[config.mk]
export PLATFORM = sky130hd
export DESIGN_NAME = button_pulse_conditioner
export DESIGN_NICKNAME = d
export VERILOG_FILES = /design/src/rtl/button_pulse_conditioner.sv
export SDC_FILE = /design/constraint.sdc
export NUM_CORES = 1
export LEC_CHECK = 0
export CAP_MARGIN = 20
export CELL_PAD_IN_SITES_DETAIL_PLACEMENT = 0
export CELL_PAD_IN_SITES_GLOBAL_PLACEMENT = 1
export CORE_ASPECT_RATIO = 0.7
export CORE_MARGIN = 2
export CORE_UTILIZATION = 45
export CTS_BUF_LIST = sky130_fd_sc_hd__clkbuf_8
export DETAILED_ROUTE_END_ITERATION = 10
export GPL_TIMING_DRIVEN = 0
export PLACE_DENSITY_LB_ADDON = 0.15
export SLEW_MARGIN = 20
export SYNTH_ARGS = -nofsm -noshare
export SYNTH_HDL_FRONTEND = slang
export SYNTH_SLANG_ARGS = --single-unit
[constraint.sdc]
create_clock -name clock -period 6.9 [get_ports clock]
set_clock_uncertainty 0.15 [all_clocks]
set_input_delay 2.07 -clock clock [delete_from_list [all_inputs] [get_ports clock]]
set_output_delay 2.07 -clock clock [all_outputs]
set_load 0.005 [all_outputs]
[src/rtl/button_pulse_conditioner.sv]
// Push-button front end for the PWM duty-cycle controls.
// Turns raw, bouncing, asynchronous increment/decrement buttons into clean
// single-clock request pulses. It provides auto-repeat while a button is
// held, and a lockout while both buttons are pressed together.
//
// Ports:
//   clock        system clock
//   reset        asynchronous, active-high reset
//   btn_inc_raw  raw increment button (asynchronous, active-high)
//   btn_dec_raw  raw decrement button (asynchronous, active-high)
//   repeat_en    1 = auto-repeat while held, 0 = one pulse per press
//   inc_pulse    one-clock increment request
//   dec_pulse    one-clock decrement request
//   inc_level    debounced increment button level
//   dec_level    debounced decrement button level
//   lockout      both-pressed lockout active on either channel
module button_pulse_conditioner #(
    parameter int unsigned DEBOUNCE_CYCLES = 250000,
    parameter int unsigned REPEAT_DELAY    = 50000000,
    parameter int unsigned REPEAT_RATE     = 10000000,
    parameter int unsigned CNT_W           = 27
) (
    input  logic clock,
    input  logic reset,
    input  logic btn_inc_raw,
    input  logic btn_dec_raw,
    input  logic repeat_en,
    output logic inc_pulse,
    output logic dec_pulse,
    output logic inc_level,
    output logic dec_level,
    output logic lockout
);

    localparam int unsigned NCH = 2;   // channel 0 = inc, channel 1 = dec

    // Counters compare against "last value" so an event lands on the Nth cycle.
    localparam logic [CNT_W-1:0] DB_LAST    = CNT_W'(DEBOUNCE_CYCLES - 1);
    localparam logic [CNT_W-1:0] DELAY_LAST = CNT_W'(REPEAT_DELAY - 1);
    localparam logic [CNT_W-1:0] RATE_LAST  = CNT_W'(REPEAT_RATE - 1);

    typedef enum logic [1:0] {IDLE, HOLD, REPEAT, LOCK} state_t;

    logic [NCH-1:0]   raw;
    logic [NCH-1:0]   sync1;
    logic [NCH-1:0]   sync2;
    logic [NCH-1:0]   level;
    logic [CNT_W-1:0] db_cnt [NCH];

    state_t           state     [NCH];
    state_t           state_nxt [NCH];
    logic [CNT_W-1:0] timer     [NCH];
    logic [CNT_W-1:0] timer_nxt [NCH];
    logic [NCH-1:0]   pulse_nxt;
    logic             lockout_nxt;
    logic             both_c;

    assign raw       = {btn_dec_raw, btn_inc_raw};
    assign inc_level = level[0];
    assign dec_level = level[1];

    function automatic logic [CNT_W-1:0] sat_inc(input logic [CNT_W-1:0] v);
        return (&v) ? v : v + CNT_W'(1);
    endfunction

    // Two-flop synchroniser for the asynchronous button inputs.
    always_ff @(posedge clock or posedge reset) begin
        if (reset) begin
            sync1 <= '0;
            sync2 <= '0;
        end else begin
            sync1 <= raw;
            sync2 <= sync1;
        end
    end

    // Debounce: level toggles only after DEBOUNCE_CYCLES consecutive mismatches.
    always_ff @(posedge clock or posedge reset) begin
        if (reset) begin
            level <= '0;
            for (int i = 0; i < NCH; i++) db_cnt[i] <= '0;
        end else begin
            for (int i = 0; i < NCH; i++) begin
                if (sync2[i] == level[i]) begin
                    db_cnt[i] <= '0;
                end else if (db_cnt[i] == DB_LAST) begin
                    level[i]  <= ~level[i];
                    db_cnt[i] <= '0;
                end else begin
                    db_cnt[i] <= db_cnt[i] + CNT_W'(1);
                end
            end
        end
    end

    // Per-channel press/repeat/lock FSM state and registered outputs.
    always_ff @(posedge clock or posedge reset) begin
        if (reset) begin
            for (int i = 0; i < NCH; i++) begin
                state[i] <= IDLE;
                timer[i] <= '0;
            end
            inc_pulse <= 1'b0;
            dec_pulse <= 1'b0;
            lockout   <= 1'b0;
        end else begin
            for (int i = 0; i < NCH; i++) begin
                state[i] <= state_nxt[i];
                timer[i] <= timer_nxt[i];
            end
            inc_pulse <= pulse_nxt[0];
            dec_pulse <= pulse_nxt[1];
            lockout   <= lockout_nxt;
        end
    end

    // Next-state logic. Both levels high overrides everything, so pulses can
    // never fire on both channels at once.
    always_comb begin
        both_c    = &level;
        pulse_nxt = '0;
        for (int i = 0; i < NCH; i++) begin
            state_nxt[i] = state[i];
            timer_nxt[i] = timer[i];
            if (both_c) begin
                state_nxt[i] = LOCK;
            end else begin
                case (state[i])
                    // Level high in IDLE can only follow a fresh debounced rise.
                    IDLE: begin
                        if (level[i]) begin
                            state_nxt[i] = HOLD;
                            pulse_nxt[i] = 1'b1;
                            timer_nxt[i] = '0;
                        end
                    end
                    HOLD: begin
                        if (!level[i]) begin
                            state_nxt[i] = IDLE;
                        end else if (!repeat_en) begin
                            timer_nxt[i] = '0;
                        end else if (timer[i] >= DELAY_LAST) begin
                            state_nxt[i] = REPEAT;
                            pulse_nxt[i] = 1'b1;
                            timer_nxt[i] = '0;
                        end else begin
                            timer_nxt[i] = sat_inc(timer[i]);
                        end
                    end
                    REPEAT: begin
                        if (!level[i]) begin
                            state_nxt[i] = IDLE;
                        end else if (!repeat_en) begin
                            state_nxt[i] = HOLD;
                            timer_nxt[i] = '0;
                        end else if (timer[i] >= RATE_LAST) begin
                            pulse_nxt[i] = 1'b1;
                            timer_nxt[i] = '0;
                        end else begin
                            timer_nxt[i] = sat_inc(timer[i]);
                        end
                    end
                    // A held button must be released before it can press again.
                    LOCK: begin
                        if (!level[i]) state_nxt[i] = IDLE;
                    end
                    default: state_nxt[i] = IDLE;
                endcase
            end
        end
        lockout_nxt = (state_nxt[0] == LOCK) || (state_nxt[1] == LOCK);
    end

endmodule

==> flow_summary.toml, run 1 <==
[worst_setup_path]
cp.required_ns = 7.11
worst-setup-path-type = "in -> reg"
reg2reg_depth = 8
cp-start-kind = "primary input"
reg2reg_from = "state[2]"
critPathArrivalTime_ns = 4.38
end_kind = "flip-flop"
cp_max_fo = 10
endpoint = "timer[44]"
crit_path_start = "repeat_en"
rrSetupSlack_ns = 3.84
regToRegEndpoint = "timer[44]"

[cells_and_area]
final_layout_size_suffix_gt1_share_pct = 9.686
syn_to_final_growth_pct = 11.90
utilization_pct = 51.78
finalNetCount = 801
stdcell_area_um2 = 7671
nFillCells = 1355
antenna_cells = 0

[timing]
worst_slew_pin_slew_ns = 1.053
finalSetupViolations = 0
fin_crit_sh_pct = 60.41
setup_tns_ns = 0
final.setup.worst_slack_ns = 2.731
slew_violations = 0
finalHoldViolCount = 0
fmax_mhz = 239.9
holdWs_ns = 0.2070
period_minus_slack_ns = 4.169
slew_headroom_pct = 28.71
rsz0062_at_grt = "false"

[synthesis]
syn_area_per_cell_um2 = 9.092
ys_seq_area_share_pct = 44.17
syn_area_um2 = 6855
synth_ff_type = "dfrtp_1"
synth_top_area_share_pct = 44.17
yosysUniqueCellTypes = 73
synth.largest_area_cell = "dfrtp_1"
synth_edf_count = 0
synth_commonest_cells = "121 x dfrtp_1, 117 x nor2_1, 81 x nand2_1"
synth.area.top_cells = "dfrtp_1 44%, nor2_1 6.4%, xor2_1 6.3%"
async_flop_share_pct = 100.0
synth_nets = 772
syn_inst = 754
synth_warnings = 0
ys_seq_elements = 121
yosysMostFrequentCell = "dfrtp_1"

[placed_design]
gp_congestion = 0.8383
placed_area_um2 = 7222
placement.io_buffers = 9
hpwl_mm = 10.95
pre_cts_ws_ns = 2.351

[routing]
drt.antenna.violating_nets = 0
via_per_inst = 5.656
wirelength_mm = 15.48
num_vias = 5599
drtIter0Drc = 363
drt_pass1_iterations = 5
wl_per_cell_um = 15.63
drc = 0

[global_routing]
grt_pass1_wl_mm = 26.63
grt_pass1_vias = 5445
grt_max_degree = 82
antenna_found_initial = 0
grt_remaining_overflow = 0
grt_usage_pct = 20.75

[hold_path]
hold_path_class = "reg -> reg"

[clock_network]
clkSlewWorstSetupHoldPaths_ns = 0.07
ctsHtreeMaxLevel = 4
cts_tree = "built"
clock_latency_ns = 0.44
cts_sinks = 121
cts_buffers = 17
cts_setup_buffers = 0
cts_root_buffer = "clkbuf_8"
clockBufferDepth = 2
cts_hold_buf = 0
cts_resized = 0

[floorplan]
initial_core_util_pct = 46.28
core-area_um2 = 14810
die_w_um = 151.5
die_area_um2 = 16250
ioPinCount = 10
rows = 37
die_h_um = 107.3

[power]
power_density_nw_per_um2 = 192.7
p_leak_uw = 0.003334
ir_drop_uv = 90.08

[run]
drv_cap = 0

[run_status]
status = "completed"
## metal layers
layer / part of all wire [%] / up-vias / global-route usage [%]
met3: 4.5 / 22 / 4.915
met1: 51 / 2735 / 30.34
met2: 43 / 113 / 30.12
met5: 0 / - / 0
met4: 1.6 / 0 / 7.143
li1: - / 2729 / -
## logic make-up (layout without fill, tap and decap cells)
| kind of cell | after synthesis | in the layout | share of synthesized area (%) |
|---|---|---|---|
| AO/OA/AOI/OAI | 86 | 86 | 9.418 |
| XOR/XNOR | 80 | 80 | 10.22 |
| adder cells (fa/ha/maj) | 13 | 13 | 2.373 |
| buffers and inverters | 50 | 91 | 3.760 |
| flip-flops | 121 | 121 | 44.17 |
| multiplexers | 5 | 5 | 0.7666 |
| AND/OR/NAND/NOR | 399 | 399 | 29.29 |
## worst max-delay path, stage by stage
cell	delay (ns)
clkdlybuf4s50_1	0.53
clkbuf_1	0.40
nand2_1	0.16
nor2_1	0.51
buf_2	0.36
a31oi_1	0.18
o22ai_2	0.17
## how the worst min path moves through the flow
stage              from       end  slack, ns  depth (start not counted)
2_1_floorplan  sync1[0]  sync2[0]       0.18                          0
3_3_place_gp   sync1[0]  sync2[0]       0.19                          0
3_5_place_dp   sync1[0]  sync2[0]       0.19                          0
4_1_cts        sync1[0]  sync2[0]       0.20                          0
5_1_grt        sync1[1]  sync2[1]       0.22                          0
6_report       sync1[1]  sync2[1]       0.21                          0
## metrics by stage
step           total power, µW  cells
4_1_cts                   1495    990
5_1_grt                   1534    990
2_1_floorplan            749.1    754
3_3_place_gp             759.0    958
3_5_place_dp             762.3    959
6_report                  1478    990
## where the power goes
part / total [µW] / leakage [µW] / switching [µW] / internal [µW]
Clock: 731 / 0.000226 / 295 / 436
Combinational: 31.0 / 0.00154 / 23.2 / 7.80
Sequential: 716 / 0.00157 / 3.08 / 713
Total: 1480 / 0.00333 / 321 / 1160
## final cells by class
| type | instances | area, µm² | share of cell area (%) |
|---|---|---|---|
| Sequential cell | 121 | 3028 | 39.47 |
| Timing Repair Buffer | 10 | 117.6 | 1.533 |
| Clock buffer | 18 | 247.7 | 3.229 |
| Tap cell | 195 | 244.0 | 3.181 |
| Clock inverter | 13 | 201.4 | 2.626 |
| Buffer | 34 | 197.7 | 2.577 |
| Inverter | 16 | 65.06 | 0.8481 |
| Multi-Input combinational cell | 583 | 3570 | 46.53 |
## registers in the layout, indices dropped and copies added, names as in the netlist
register,count
dec_pulse,1
sync1,2
level,2
state,4
sync2,2
inc_pulse,1
db_cnt,54
timer,54
lockout,1
## cell usage in the layout (no fill, tap or decap), types with 10 or more instances in the layout
cell type | Yosys | layout
and4_1 | 10 | 10
o21ai_0 | 17 | 17
inv_1 | 16 | 16
nor2_1 | 117 | 117
ha_1 | 13 | 13
and3_1 | 29 | 29
nand4_1 | 27 | 27
buf_2 | 11 | 11
nand3_1 | 58 | 58
dfrtp_1 | 121 | 121
nor4_1 | 14 | 14
xor2_1 | 49 | 49
nand2_1 | 81 | 81
nor3_1 | 22 | 22
clkbuf_1 | 14 | 14
xnor2_1 | 31 | 31
clkbuf_8 | 0 | 18
No activity file was read; power rests on OpenSTA's default activity.
==> run 2, diff against run 1 <==
==> constraint.sdc (replaced) <==
create_clock -name clock -period 3.4 [get_ports clock]
set_clock_uncertainty 0.15 [all_clocks]
set_input_delay 1.02 -clock clock [delete_from_list [all_inputs] [get_ports clock]]
set_output_delay 1.02 -clock clock [all_outputs]
set_load 0.005 [all_outputs]
==> run 2 against run 1 <==
Non-clock buffer count rose by 3. Final area rose by 0.26%. Sequential share of layout area fell by 0.10 points. Register-to-register slack got worse by 3.5 ns. Via count rose by 0.93%. Die area did not move. Combinational power rose by 130%. Setup slack got worse by 2.4 ns. Flip-flop and latch count did not move. Sequential power rose by 100%. Largest cell class unchanged. Largest power group is now registers. Highest routed layer unchanged.
==> flow_summary.toml, run 2 (synthesis results as in run 1) <==
[run_status]
status = "completed"

[floorplan]
die_area_um2 = 16250
die_h_um = 107.3
rows = 37
die_w_um = 151.5
initial_core_util_pct = 46.28
core-area_um2 = 14810
ioPinCount = 10

[clock_network]
cts_buffers = 17
cts_resized = 0
ctsHtreeMaxLevel = 4
clkSlewWorstSetupHoldPaths_ns = 0.08
clockBufferDepth = 2
clock_latency_ns = 0.44
cts_hold_buf = 0
cts_root_buffer = "clkbuf_8"
cts_sinks = 121
cts_setup_buffers = 0
cts_tree = "built"

[global_routing]
grt_max_degree = 33
grt_remaining_overflow = 0
antenna_found_initial = 0
grt_pass1_wl_mm = 27.51
grt_pass1_vias = 5535
grt_usage_pct = 21.35

[timing]
fin_crit_sh_pct = 89.94
slew_headroom_pct = 41.23
period_minus_slack_ns = 3.058
slew_violations = 0
finalHoldViolCount = 0
rsz0062_at_grt = "false"
setup_tns_ns = 0
finalSetupViolations = 0
worst_slew_pin_slew_ns = 0.8679
fmax_mhz = 327.0
final.setup.worst_slack_ns = 0.3420

[worst_setup_path]
worstPathCellList = "inv_1 > ha_1 > or4_1 > a21o_1 > nor2_1 > buf_2 > a31oi_1 > o22ai_2"
cp.required_ns = 3.61
critPathArrivalTime_ns = 3.27
cp-start-kind = "flip-flop"
reg2reg_from = "state[2]"
reg2reg_depth = 8
regToRegEndpoint = "timer[44]"
critPathSlowestCell = "or4_1"
worst_path_largest_cell_delay_ns = 0.53
critPathBufInv = 2
rrSetupSlack_ns = 0.34
end_kind = "flip-flop"
cp_max_fo = 10
cpLargestDelayFamily = "simple AND/OR/NAND/NOR gates"
worst-setup-path-type = "reg -> reg"

[routing]
drc = 0
via_per_inst = 5.685
wirelength_mm = 15.81
drtIter0Drc = 388
drt_pass1_iterations = 5
wl_per_cell_um = 15.91
num_vias = 5651
drt.antenna.violating_nets = 0

[power]
netSwitchingFraction_pct = 25.14
power.switching_uw = 718.0
internal_power_uw = 2138
total_power_uw = 2856
comb_power_share_pct = 2.5
power_density_nw_per_um2 = 371.4
pwr-share-seq_pct = 50.9
ir_drop_uv = 192.8
p_leak_uw = 0.003342
p_clk_share_pct = 46.6

[placed_design]
hpwl_mm = 11.30
placement.io_buffers = 9
pre_cts_ws_ns = -0.07493
gp_congestion = 0.8443

[run]
drv_cap = 0

[cells_and_area]
antenna_cells = 0
final_layout_size_suffix_gt1_share_pct = 10.26
final_common_cell = "dfrtp_1"
reg.largest.list = "db_cnt: 54 flops, timer: 54 flops, state: 4 flops"
syn_to_final_growth_pct = 12.19
final_cell_mix = "121 x dfrtp_1, 117 x nor2_1, 81 x nand2_1, 58 x nand3_1, 49 x xor2_1"
finalNetCount = 804

[hold_path]
worstHoldEndpoint = "sync2[0]"
worstHoldStart = "sync1[0]"
hold_depth = 0
hold_path_class = "reg -> reg"
[run 2: metal layers]
metal / part of all wire, % / vias to the layer above / global-route usage [%]
met5: 0 / - / 0
met4: 1.1 / 0 / 6.415
met3: 4.2 / 18 / 3.644
met2: 43 / 126 / 31.35
met1: 51 / 2775 / 32.23
li1: - / 2732 / -
[run 2: how the worst max path moves through the flow]
| stage | from | end | cells after the start |
|---|---|---|---|
| floorplan | repeat_en | lockout | 7 |
| global placement | reset | db_cnt[0] | 2 |
| detailed placement | repeat_en | timer[44] | 7 |
| CTS | state[2] | timer[44] | 8 |
| global route | state[2] | timer[48] | 8 |
| finish | state[2] | timer[44] | 8 |
[run 2: worst register-to-register path: stages (launching register included)]
cell and delay [ns]:
dfrtp_1 0.46, inv_1 0.12, ha_1 0.28, or4_1 0.53, a21o_1 0.26, nor2_1 0.50, buf_2 0.35, a31oi_1 0.17
o22ai_2 0.16
[run 2: stage by stage]
| stage | utilization [%] | area, µm² | instances | hold slack, ns |
|---|---|---|---|---|
| 3_3_place_gp | 48.56 | 7193 | 958 | 0.1839 |
| 4_1_cts | 51.92 | 7691 | 994 | 0.2100 |
| 6_report | 51.92 | 7691 | 994 | 0.2045 |
| 2_1_floorplan | - | 6859 | 754 | 0.1812 |
| 3_5_place_dp | 49.20 | 7288 | 962 | 0.1951 |
| 5_1_grt | 51.92 | 7691 | 994 | 0.2260 |
[run 2: power groups by stage]
stage               Sequential [µW]  Combinational, µW  Clock, µW
finish                         1450               72.6       1330
global route                   1450               84.8       1450
CTS                            1450               76.2       1370
detailed placement             1480               75.9          0
global placement               1480               59.9          0
floorplan                      1480               41.2          0
[run 2: final cells by class]
cell class | instances | area, µm²
sequential | 121 | 3028
buffer | 34 | 197.7
multi-input combinational | 583 | 3570
tap | 195 | 244.0
inverter | 16 | 63.81
timing repair buffer | 13 | 185.2
clock buffer | 17 | 234.0
fill | 1383 | 7123
clock inverter | 15 | 168.9
==> run 3, diff against run 2 <==
--- a/config.mk
+++ b/config.mk
@@ -14,6 +14,7 @@
 export CTS_BUF_LIST = sky130_fd_sc_hd__clkbuf_8
 export DETAILED_ROUTE_END_ITERATION = 10
 export GPL_TIMING_DRIVEN = 0
+export HOLD_SLACK_MARGIN = 0.12
 export PLACE_DENSITY_LB_ADDON = 0.15
 export SLEW_MARGIN = 20
 export SYNTH_ARGS = -nofsm -noshare
==> results of run 3 <==
Same layout as run 2: the final DEF is identical, and so are final timing and power.
